--- config.mk ---
export PLATFORM = sky130hd
export DESIGN_NAME = mac_engine
export DESIGN_NICKNAME = d
export VERILOG_FILES = /design/src/rtl/mac_pkg.sv /design/src/rtl/mac_datapath.sv /design/src/rtl/mac_engine.sv
export SDC_FILE = /design/constraint.sdc
export NUM_CORES = 1
export LEC_CHECK = 0
export BUFFER_PORTS_ARGS = -buffer_cell sky130_fd_sc_hd__buf_2
export CAP_MARGIN = 10
export CELL_PAD_IN_SITES_DETAIL_PLACEMENT = 1
export CELL_PAD_IN_SITES_GLOBAL_PLACEMENT = 2
export CORE_ASPECT_RATIO = 0.5
export CORE_UTILIZATION = 37
export CTS_BUF_LIST = sky130_fd_sc_hd__clkbuf_2 sky130_fd_sc_hd__clkbuf_4 sky130_fd_sc_hd__clkbuf_8
export DETAILED_ROUTE_END_ITERATION = 10
export PLACE_DENSITY = 0.86
export SLEW_MARGIN = 20
export SYNTH_ARGS = -nofsm -noshare
export SYNTH_HDL_FRONTEND = slang
export SYNTH_SLANG_ARGS = --single-unit
--- constraint.sdc ---
create_clock -name clk -period 6.6 [get_ports clk]
set_input_delay 1.32 -clock clk [delete_from_list [all_inputs] [get_ports clk]]
set_output_delay 1.32 -clock clk [all_outputs]
set_load 0.01 [all_outputs]
--- src/rtl/mac_pkg.sv ---
// +----------------------------------------------------------------------+
// | mac_pkg : shared types and constants for the mac_engine dot product |
// | Revision: 1.0                                                        |
// +----------------------------------------------------------------------+
`default_nettype none

package mac_pkg;

  typedef enum logic [1:0] {
    S_IDLE   = 2'd0,
    S_FETCH  = 2'd1,
    S_DRAIN  = 2'd2,
    S_FINISH = 2'd3
  } mac_state_t;

  localparam int PIX_W   = 8;
  localparam int WGT_W   = 8;
  localparam int ACC_W   = 32;
  localparam int RES_W   = 17;
  localparam int RES_MAX = 65535;
  localparam int RES_MIN = -65536;

endpackage : mac_pkg

`default_nettype wire

--- src/rtl/mac_datapath.sv ---
// +----------------------------------------------------------------------+
// | mac_datapath : product register, accumulator, valid pipe, saturation |
// | Revision: 1.0                                                        |
// +----------------------------------------------------------------------+
`default_nettype none

module mac_datapath
  import mac_pkg::*;
(
  input  logic                    clk,
  input  logic                    rst,
  input  logic                    clear,
  input  logic                    in_valid,
  input  logic [PIX_W-1:0]        pixel,
  input  logic [WGT_W-1:0]        weight,
  output logic signed [RES_W-1:0] sat_result,
  output logic                    sat_overflow
);

  logic                    rd_valid_q;
  logic                    prod_valid_q;
  logic signed [RES_W-1:0] prod_q;
  logic signed [ACC_W-1:0] acc_q;
  logic signed [RES_W-1:0] pix_ext;
  logic signed [RES_W-1:0] wgt_ext;
  logic signed [RES_W-1:0] product;

  // Pixel is unsigned, weight is two's complement; the product always fits 17 bits.
  assign pix_ext = {{(RES_W-PIX_W){1'b0}}, pixel};
  assign wgt_ext = {{(RES_W-WGT_W){weight[WGT_W-1]}}, weight};
  assign product = pix_ext * wgt_ext;

  always_ff @(posedge clk) begin
    if (rst) begin
      rd_valid_q   <= 1'b0;
      prod_valid_q <= 1'b0;
      prod_q       <= '0;
      acc_q        <= '0;
    end else if (clear) begin
      rd_valid_q   <= 1'b0;
      prod_valid_q <= 1'b0;
      prod_q       <= '0;
      acc_q        <= '0;
    end else begin
      rd_valid_q   <= in_valid;
      prod_valid_q <= rd_valid_q;
      if (rd_valid_q) begin
        prod_q <= product;
      end
      if (prod_valid_q) begin
        acc_q <= acc_q + {{(ACC_W-RES_W){prod_q[RES_W-1]}}, prod_q};
      end
    end
  end

  always_comb begin
    sat_result   = acc_q[RES_W-1:0];
    sat_overflow = 1'b0;
    if (acc_q > RES_MAX) begin
      sat_result   = RES_W'(RES_MAX);
      sat_overflow = 1'b1;
    end else if (acc_q < RES_MIN) begin
      sat_result   = RES_W'(RES_MIN);
      sat_overflow = 1'b1;
    end
  end

endmodule : mac_datapath

`default_nettype wire

--- src/rtl/mac_engine.sv ---
// +----------------------------------------------------------------------+
// | mac_engine : streams pixel/weight SRAMs, returns saturated dot product|
// | Revision: 1.0                                                        |
// +----------------------------------------------------------------------+
`default_nettype none

module mac_engine
  import mac_pkg::*;
#(
  parameter int NUM_INPUTS = 784,
  parameter int ADDR_W     = 11
) (
  input  logic              clk,
  input  logic              rst,
  input  logic              start_calc,
  input  logic [3:0]        output_address,
  output logic [ADDR_W-1:0] pixel_raddr,
  output logic [ADDR_W-1:0] weight_raddr,
  output logic              mem_ren,
  input  logic [15:0]       pixel_rdata,
  input  logic [15:0]       weight_rdata,
  output logic [RES_W-1:0]  result_output,
  output logic [3:0]        result_index,
  output logic              done_calc,
  output logic              overflow,
  output logic              busy
);

  localparam logic [ADDR_W-1:0] LAST_ADDR = ADDR_W'(NUM_INPUTS - 1);

  mac_state_t              state_q, state_d;
  logic [ADDR_W-1:0]       cnt_q, cnt_d;
  logic                    drain_q, drain_d;
  logic [3:0]              idx_q, idx_d;
  logic [RES_W-1:0]        res_q, res_d;
  logic [3:0]              res_idx_q, res_idx_d;
  logic                    done_q, done_d;
  logic                    ovf_q, ovf_d;
  logic                    clear;
  logic signed [RES_W-1:0] sat_result;
  logic                    sat_overflow;
  logic                    unused_rdata;

  // Only the low byte of each SRAM word carries data.
  assign unused_rdata = &{1'b0, pixel_rdata[15:PIX_W], weight_rdata[15:WGT_W]};

  mac_datapath u_datapath (
    .clk          (clk),
    .rst          (rst),
    .clear        (clear),
    .in_valid     (mem_ren),
    .pixel        (pixel_rdata[PIX_W-1:0]),
    .weight       (weight_rdata[WGT_W-1:0]),
    .sat_result   (sat_result),
    .sat_overflow (sat_overflow)
  );

  always_comb begin
    state_d   = state_q;
    cnt_d     = cnt_q;
    drain_d   = drain_q;
    idx_d     = idx_q;
    res_d     = res_q;
    res_idx_d = res_idx_q;
    done_d    = done_q;
    ovf_d     = ovf_q;
    clear     = 1'b0;
    case (state_q)
      S_IDLE: begin
        if (start_calc) begin
          state_d = S_FETCH;
          cnt_d   = '0;
          idx_d   = output_address;
          done_d  = 1'b0;
          ovf_d   = 1'b0;
          clear   = 1'b1;
        end
      end
      S_FETCH: begin
        cnt_d = cnt_q + 1'b1;
        if (cnt_q == LAST_ADDR) begin
          state_d = S_DRAIN;
          drain_d = 1'b0;
        end
      end
      S_DRAIN: begin
        // Two cycles let the final read and its product reach the accumulator.
        drain_d = 1'b1;
        if (drain_q) begin
          state_d = S_FINISH;
        end
      end
      S_FINISH: begin
        state_d   = S_IDLE;
        res_d     = sat_result;
        ovf_d     = sat_overflow;
        res_idx_d = idx_q;
        done_d    = 1'b1;
      end
      default: begin
        state_d = S_IDLE;
      end
    endcase
  end

  always_ff @(posedge clk) begin
    if (rst) begin
      state_q   <= S_IDLE;
      cnt_q     <= '0;
      drain_q   <= 1'b0;
      idx_q     <= '0;
      res_q     <= '0;
      res_idx_q <= '0;
      done_q    <= 1'b0;
      ovf_q     <= 1'b0;
    end else begin
      state_q   <= state_d;
      cnt_q     <= cnt_d;
      drain_q   <= drain_d;
      idx_q     <= idx_d;
      res_q     <= res_d;
      res_idx_q <= res_idx_d;
      done_q    <= done_d;
      ovf_q     <= ovf_d;
    end
  end

  assign pixel_raddr   = cnt_q;
  assign weight_raddr  = cnt_q;
  assign mem_ren       = (state_q == S_FETCH);
  assign busy          = (state_q != S_IDLE);
  assign result_output = res_q;
  assign result_index  = res_idx_q;
  assign done_calc     = done_q;
  assign overflow      = ovf_q;

endmodule : mac_engine

`default_nettype wire

==> results of run 1 <==
[through the flow]
stage	hold slack (ns)	utilization	setup slack, ns	cell area [µm²]
floorplan	0.436	-	1.43	7680
global placement	0.444	0.409	0.958	8150
detailed placement	0.450	0.409	0.887	8150
CTS	0.464	0.422	1.28	8400
global route	0.489	0.422	1.08	8400
finish	0.461	0.422	1.28	8400
[worst max-delay path, cell delays in order]
cell,delay [ns]
buf_2,0.14
nand2b_1,0.17
fa_1,0.51
fa_1,0.54
inv_1,0.05
fa_1,0.52
inv_1,0.05
fa_1,0.53
inv_1,0.04
ha_1,0.35
o21a_1,0.14
o21ai_0,0.32
a21oi_1,0.19
a211oi_1,0.26
nor3_1,0.11
xnor2_1,0.19
a21oi_1,0.09
[how the worst min path moves through the flow]
stage	startpoint	endpoint	slack, ns	cells past startpoint
4_1_cts	idx_q[0]$_SDFFE_PP0P_	idx_q[0]$_SDFFE_PP0P_	0.46	2
6_report	idx_q[0]$_SDFFE_PP0P_	idx_q[0]$_SDFFE_PP0P_	0.46	2
5_1_grt	idx_q[0]$_SDFFE_PP0P_	idx_q[0]$_SDFFE_PP0P_	0.49	2
3_3_place_gp	idx_q[3]$_SDFFE_PP0P_	idx_q[3]$_SDFFE_PP0P_	0.44	2
3_5_place_dp	idx_q[0]$_SDFFE_PP0P_	idx_q[0]$_SDFFE_PP0P_	0.45	2
2_1_floorplan	idx_q[0]$_SDFFE_PP0P_	idx_q[0]$_SDFFE_PP0P_	0.44	2
[cell usage after synthesis, types with 3 or more instances]
library cell,number,area (µm²)
nand2b_1,25,156
xnor2_1,23,201
nand3b_1,11,82.6
o211ai_1,23,173
a21oi_1,66,330
fa_1,38,761
clkbuf_1,23,86.3
nand3_1,23,115
nand2_1,60,225
a21o_1,14,105
o21bai_1,5,37.5
nor2b_1,4,25.0
a211oi_1,8,60.1
inv_1,77,289
nor3_1,13,65.1
dfxtp_1,92,1840
nor2_1,83,312
nor4_1,7,43.8
and4b_1,3,30.0
and3_1,7,43.8
xor2_1,18,158
a31oi_1,3,18.8
buf_4,11,82.6
nor3b_1,4,30.0
nand4_1,13,81.3
ha_1,79,988
clkbuf_2,3,15.0
mux2i_1,41,410
buf_1,7,26.3
buf_2,9,45.0
and2_1,43,269
o31ai_1,4,30.0
o21ai_0,25,125
[power by group through the flow]
stage               logic (µW)  clock network, µW  registers (µW)
global placement           772                  0             639
CTS                        807                500             628
detailed placement         802                  0             641
finish                     792                484             628
floorplan                  636                  0             616
global route               909                520             633
[kinds of logic after synthesis]
logic type	after synthesis	share of synthesized area
adder cells (fa/ha/maj)	117	0.228
AO/OA/AOI/OAI	181	0.157
XOR/XNOR	41	0.0467
buffers and inverters	130	0.0709
flip-flops	92	0.240
AND/OR/NAND/NOR	307	0.204
multiplexers	41	0.0534
[sequential cells by signal, summed over array words and instances (netlist names), 2 cells and up]
| register | flops |
|---|---|
| state_q | 2 |
| u_datapath.prod_q | 17 |
| pixel_raddr | 11 |
| u_datapath.acc_q | 32 |
| result_output | 17 |
| idx_q | 4 |
| result_index | 4 |
[layer usage]
| layer | share of wire | wire length [µm] | vias to the layer above | track usage |
|---|---|---|---|---|
| met3 | 0.029 | 541 | 8 | 0.0320 |
| met1 | 0.51 | 9740 | 3107 | 0.258 |
| met4 | 0.0050 | 95 | 0 | 0.0228 |
| li1 | - | - | 3207 | - |
| met5 | 0 | 0 | - | 0 |
| met2 | 0.45 | 8590 | 79 | 0.303 |
[layout make-up]
class	instances	area, µm²
inverters	77	289
clock buffers	10	138
well taps	266	333
clock inverters	6	116
fillers	2389	11500
repair buffers	74	383
flip-flops and latches	92	1850
multi-input cells	687	5300
[placed cells by master (no fill, tap or decap), types with 5 or more instances in the layout]
master,n
nand2b_1,25
nand2_1,60
and2_1,43
a21o_1,14
o211ai_1,23
nor3_1,13
fa_1,38
ha_1,79
xor2_1,18
and3_1,7
inv_1,77
nand4_1,13
nand3_1,23
nor4_1,7
nor2_1,83
xnor2_1,23
o21bai_1,5
clkbuf_8,10
o21ai_0,25
buf_4,5
mux2i_1,41
buf_2,69
a21oi_1,65
nand3b_1,11
dfxtp_1,91
a211oi_1,8
==> metrics.md, run 1 <==
| Metric | Value |
|---|---|
| Power Density | `227 mW/mm²` |
| Worst rel slew slack | `0.282` |
| TritonRoute pass-1 iters | `4` |
| Routed wire length per instance | `15.6 µm` |
| Synth Instances | `909` |
| Grt ovf | `0` |
| Clock-pin slew on the worst setup and hold paths | `0.10 ns` |
| Worst R2R Setup Slack | `3.30 ns` |
| Syn_nets | `1,065` |
| Overall power | `1900 µW` |
| Vias per Instance | `5.28` |
| Sequential area share after synthesis | `0.240` |
| Initial DRC Count | `261` |
| Area grow syn2layout | `9.40%` |
| Fraction of layout cells with a size suffix above 1 | `0.115` |
| Die footprint | `0.0214 mm²` |
| Die height | `104 µm` |
| Finished Layout Cells | `1,212` |
| Setup crit end kind | `flip-flop` |
| H-tree depth | `3` |
| Antenna diodes | `0` |
| Count of input and output buffers | `69` |
| Routed wire length | `19,000 µm` |
| Top_reg_cell synth | `dfxtp_1` |
| Total CTS buffers | `9` |
| Postcts setup bufs | `0` |
| Reg-to-Reg End | `u_datapath.acc_q[28]$_SDFFE_PP0P_` |
| Crit path from | `pixel_rdata[0]` |
| Final period util | `0.806` |
| First-pass GRT wire length | `32,100 µm` |
| Starting density of the core | `0.386` |
| VDD IR max | `0.102 mV` |
| Crit path required time | `6.81 ns` |
| Startpoint of the worst register-to-register path | `u_datapath.prod_q[16]$_SDFFE_PP0P_` |
| Initial antenna violation count | `0` |
| Outcome | `finished, final reports clean` |
| Tmin final | `5.32 ns` |
| Row cnt | `36` |
| Sw Share | `0.381` |
| TritonCTS clock tree | `done` |
| FFs w/ async S/R, synth | `0` |
| YS warnings | `0` |
| # setup viols final | `0` |
| Fin. Hold Viols | `0` |
| Arrival @ worst endpoint | `5.53 ns` |
| Inst Count DP | `1,196` |
| DP HPWL | `14,800 µm` |
| Core ar. | `0.0199 mm²` |
| Count of nets after finishing | `1,097` |
| Hold buffers post-CTS | `0` |
| Setup crit end | `u_datapath.prod_q[16]$_SDFFE_PP0P_` |
| Max_cap viols | `0` |
| Min-delay worst type | `flip-flop to flip-flop` |
| Comb pwr share | `0.416` |
| TritonCTS Sinks | `92` |
| #FFs+latches synth | `92` |
| EDFF count, synth | `0` |
| Final ANT Viol Nets | `0` |
| Worst Max-Slew Pin Slew | `1.07 ns` |
| Die X | `206 µm` |
| Crit Path Class | `input port to flip-flop` |
| Via count | `6,401` |
| Clk buf depth | `2` |
| Clock tree root buffer cell | `clkbuf_8` |
| Gr usage total | `0.184` |
| Routability Congestion | `0.864` |
| Distinct cells, synth | `65` |
| Cells on worst reg2reg path | `9` |
| Number of I/O pins | `86` |
| Final Max Tran Viols | `0` |
| Setup TNS | `0 ns` |
| Sequential share of power | `0.330` |
| P_leak | `0.00375 µW` |
| Clock share of power | `0.254` |
| Worst-path fanout max | `8` |
| Final Skew | `0.0156 ns` |
| Largest net degree at the start of global routing | `53` |
| RSZ-0062 raised after global routing | `false` |
| Switch Pwr | `725 µW` |
| Skew-Pair Late Insertion Delay | `0.39 ns` |
| Cell-internal power | `1180 µW` |
| Drc violations | `0` |
| Mapped Area | `0.00768 mm²` |
| Crit path launch type | `input port` |
| Syn avg cell area | `8.45 µm²` |
| PostCTS Resize Cnt | `0` |
| Vias in the first global route | `6,420` |
| Fmax | `0.188 GHz` |
No activity file was read; power rests on OpenSTA's default activity.
==> run 2: changes to the inputs <==
==> constraint.sdc (replaced) <==
create_clock -name clk -period 5.4 [get_ports clk]
set_input_delay 1.08 -clock clk [delete_from_list [all_inputs] [get_ports clk]]
set_output_delay 1.08 -clock clk [all_outputs]
set_load 0.01 [all_outputs]
==> metrics.md, run 2 (synthesized netlist as in run 1, its figures left out) <==
| Metric | Value |
|---|---|
| Outcome | `finished, final reports clean` |
| Final Max Tran Viols | `0 (unchanged)` |
| Power Density | `271 mW/mm² (+20%)` |
| Max_cap viols | `0 (unchanged)` |
| Largest Register | `u_datapath.acc_q` |
| Grt ovf | `0 (unchanged)` |
| Gr usage total | `0.186 (+0.00188)` |
| Final Skew | `0.0112 ns (-0.00442 ns)` |
| # setup viols final | `0 (unchanged)` |
| H-tree depth | `3 (unchanged)` |
| Fin Hold WS | `0.469 ns (+0.00725 ns)` |
| Crit Path Class | `input port to flip-flop` |
| Row cnt | `36 (unchanged)` |
| Setup crit end kind | `flip-flop` |
| Clk buf depth | `2 (unchanged)` |
| Max FFs per register | `32 (unchanged)` |
| Routed wire length | `19,200 µm (+1.4%)` |
| Count of input and output buffers | `69 (unchanged)` |
| First-pass GRT wire length | `32,400 µm (+0.88%)` |
| Fin. Hold Viols | `0 (unchanged)` |
| Die X | `206 µm (unchanged)` |
| Clock tree root buffer cell | `clkbuf_8` |
| Skew-Pair Late Insertion Delay | `0.39 ns (about the same)` |
| Hold buffers post-CTS | `0 (unchanged)` |
| Final period util | `0.907` |
| Largest net degree at the start of global routing | `53 (unchanged)` |
| Number of I/O pins | `86 (unchanged)` |
| TritonCTS clock tree | `done` |
| Final ANT Viol Nets | `0 (unchanged)` |
| Vias in the first global route | `6,504 (+1.3%)` |
| Antenna diodes | `0 (unchanged)` |
| Clock-pin slew on the worst setup and hold paths | `0.11 ns (about the same)` |
| Die height | `104 µm (unchanged)` |
| VDD IR max | `0.139 mV (+37%)` |
| Fmax | `0.204 GHz` |
| Total CTS buffers | `9 (unchanged)` |
| Vias per Instance | `5.29 (+0.16%)` |
| Crit path launch type | `input port` |
| Area grow syn2layout | `9.38% (about the same)` |
| Routability Congestion | `0.861 (-0.32%)` |
| Initial antenna violation count | `1 (+1)` |
| Worst-path fanout max | `4 (-4)` |
| Postcts setup bufs | `0 (unchanged)` |
| Core ar. | `0.0199 mm² (unchanged)` |
| PostCTS Resize Cnt | `0 (unchanged)` |
| Worst rel slew slack | `0.254 (-0.0280)` |
| Crit path required time | `5.63 ns (-1.18 ns)` |
| Fraction of layout cells with a size suffix above 1 | `0.120 (+0.00465)` |
| Most frequent cells in the layout | `91 x dfxtp_1, 83 x nor2_1, 79 x ha_1` |
| Min-delay worst type | `flip-flop to flip-flop` |
| DP HPWL | `14,900 µm (+0.58%)` |
| Commonest non-fill, non-tap cell in the layout | `dfxtp_1` |
| Die footprint | `0.0214 mm² (unchanged)` |
| Fill cell count | `2,428 (+1.6%)` |
| Via count | `6,438 (+0.58%)` |
| Drc violations | `0 (unchanged)` |
| Arrival @ worst endpoint | `5.13 ns (-0.40 ns)` |
| Starting density of the core | `0.386 (unchanged)` |
| Initial DRC Count | `284 (+8.8%)` |
| TritonRoute pass-1 iters | `4 (unchanged)` |
| RSZ-0062 raised after global routing | `false` |
| Routed wire length per instance | `15.8 µm (+0.97%)` |
| Tmin final | `4.90 ns` |
| TritonCTS Sinks | `92 (unchanged)` |
| Setup TNS | `0 ns (unchanged)` |
| Count of nets after finishing | `1,102 (+0.46%)` |
| P_leak | `0.00375 µW (about the same)` |
| Worst Max-Slew Pin Slew | `1.12 ns (+0.0420 ns)` |
run 2: cell types whose count changed in the layout (fill, tap and decap cells not counted), sizes merged:
cell | before | now
buf | 74 | 79
bufinv | 3 | 1
clkbuf | 10 | 9
clkinv | 1 | 2
clkinvlp | 0 | 1
inv | 79 | 80
run 2: layout make-up:
| cell class | instances | area (µm²) | area share |
|---|---|---|---|
| Sequential cell | 92 | 1840 | 0.219 |
| Inverter | 77 | 289 | 0.0344 |
| Clock inverter | 7 | 93.8 | 0.0112 |
| Tap cell | 266 | 333 | 0.0396 |
| Clock buffer | 9 | 124 | 0.0147 |
| Multi-Input combinational cell | 687 | 5300 | 0.631 |
| Timing Repair Buffer | 79 | 420 | 0.0500 |
run 2: path summary, 6_finish.rpt:
kind | from | endpoint | slack, ns | cells past startpoint
setup reg to reg | u_datapath.prod_q[16]$_SDFFE_PP0P_ | u_datapath.acc_q[28]$_SDFFE_PP0P_ | 2.16 | 9
hold reg to reg | idx_q[0]$_SDFFE_PP0P_ | idx_q[0]$_SDFFE_PP0P_ | 0.47 | 2
setup / recovery | pixel_rdata[0] | u_datapath.prod_q[16]$_SDFFE_PP0P_ | 0.50 | 17
hold / removal | idx_q[0]$_SDFFE_PP0P_ | idx_q[0]$_SDFFE_PP0P_ | 0.47 | 2
run 2: power by group:
group          internal [µW]  leakage [µW]  switching [µW]  total, µW
Sequential               713      0.000743            55.5        768
Clock                    227      0.000107             293        520
Combinational            424       0.00290             563        987
run 2: metrics by stage:
stage | utilization | cells | setup slack, ns | area, µm² | total power, µW
after floorplan | - | 909 | 0.473 | 7680 | 1530
after global placement | 0.411 | 1201 | 0.123 | 8180 | 1750
after detailed placement | 0.411 | 1201 | 0.0303 | 8180 | 1790
after CTS | 0.422 | 1217 | 0.455 | 8400 | 2320
after global routing | 0.422 | 1217 | 0.190 | 8400 | 2480
final | 0.422 | 1217 | 0.501 | 8400 | 2280
run 2: critical path, cell delays in order:
cell and delay, ns:
buf_2 0.11, nand2b_1 0.16, fa_1 0.51, fa_1 0.55
inv_1 0.05, fa_1 0.52, inv_1 0.05, fa_1 0.53
inv_1 0.04, ha_1 0.35, o21a_1 0.14, o21ai_0 0.24
a21oi_1 0.17, a211oi_1 0.24, nor3_1 0.10, xnor2_1 0.20
a21oi_1 0.09
run 2: routing by layer:
layer,vias up,part of all wire,track usage
li1,3209,-,-
met1,3123,0.50,0.253
met2,95,0.46,0.309
met3,11,0.035,0.0338
met4,0,0.0075,0.0323
met5,-,0,0
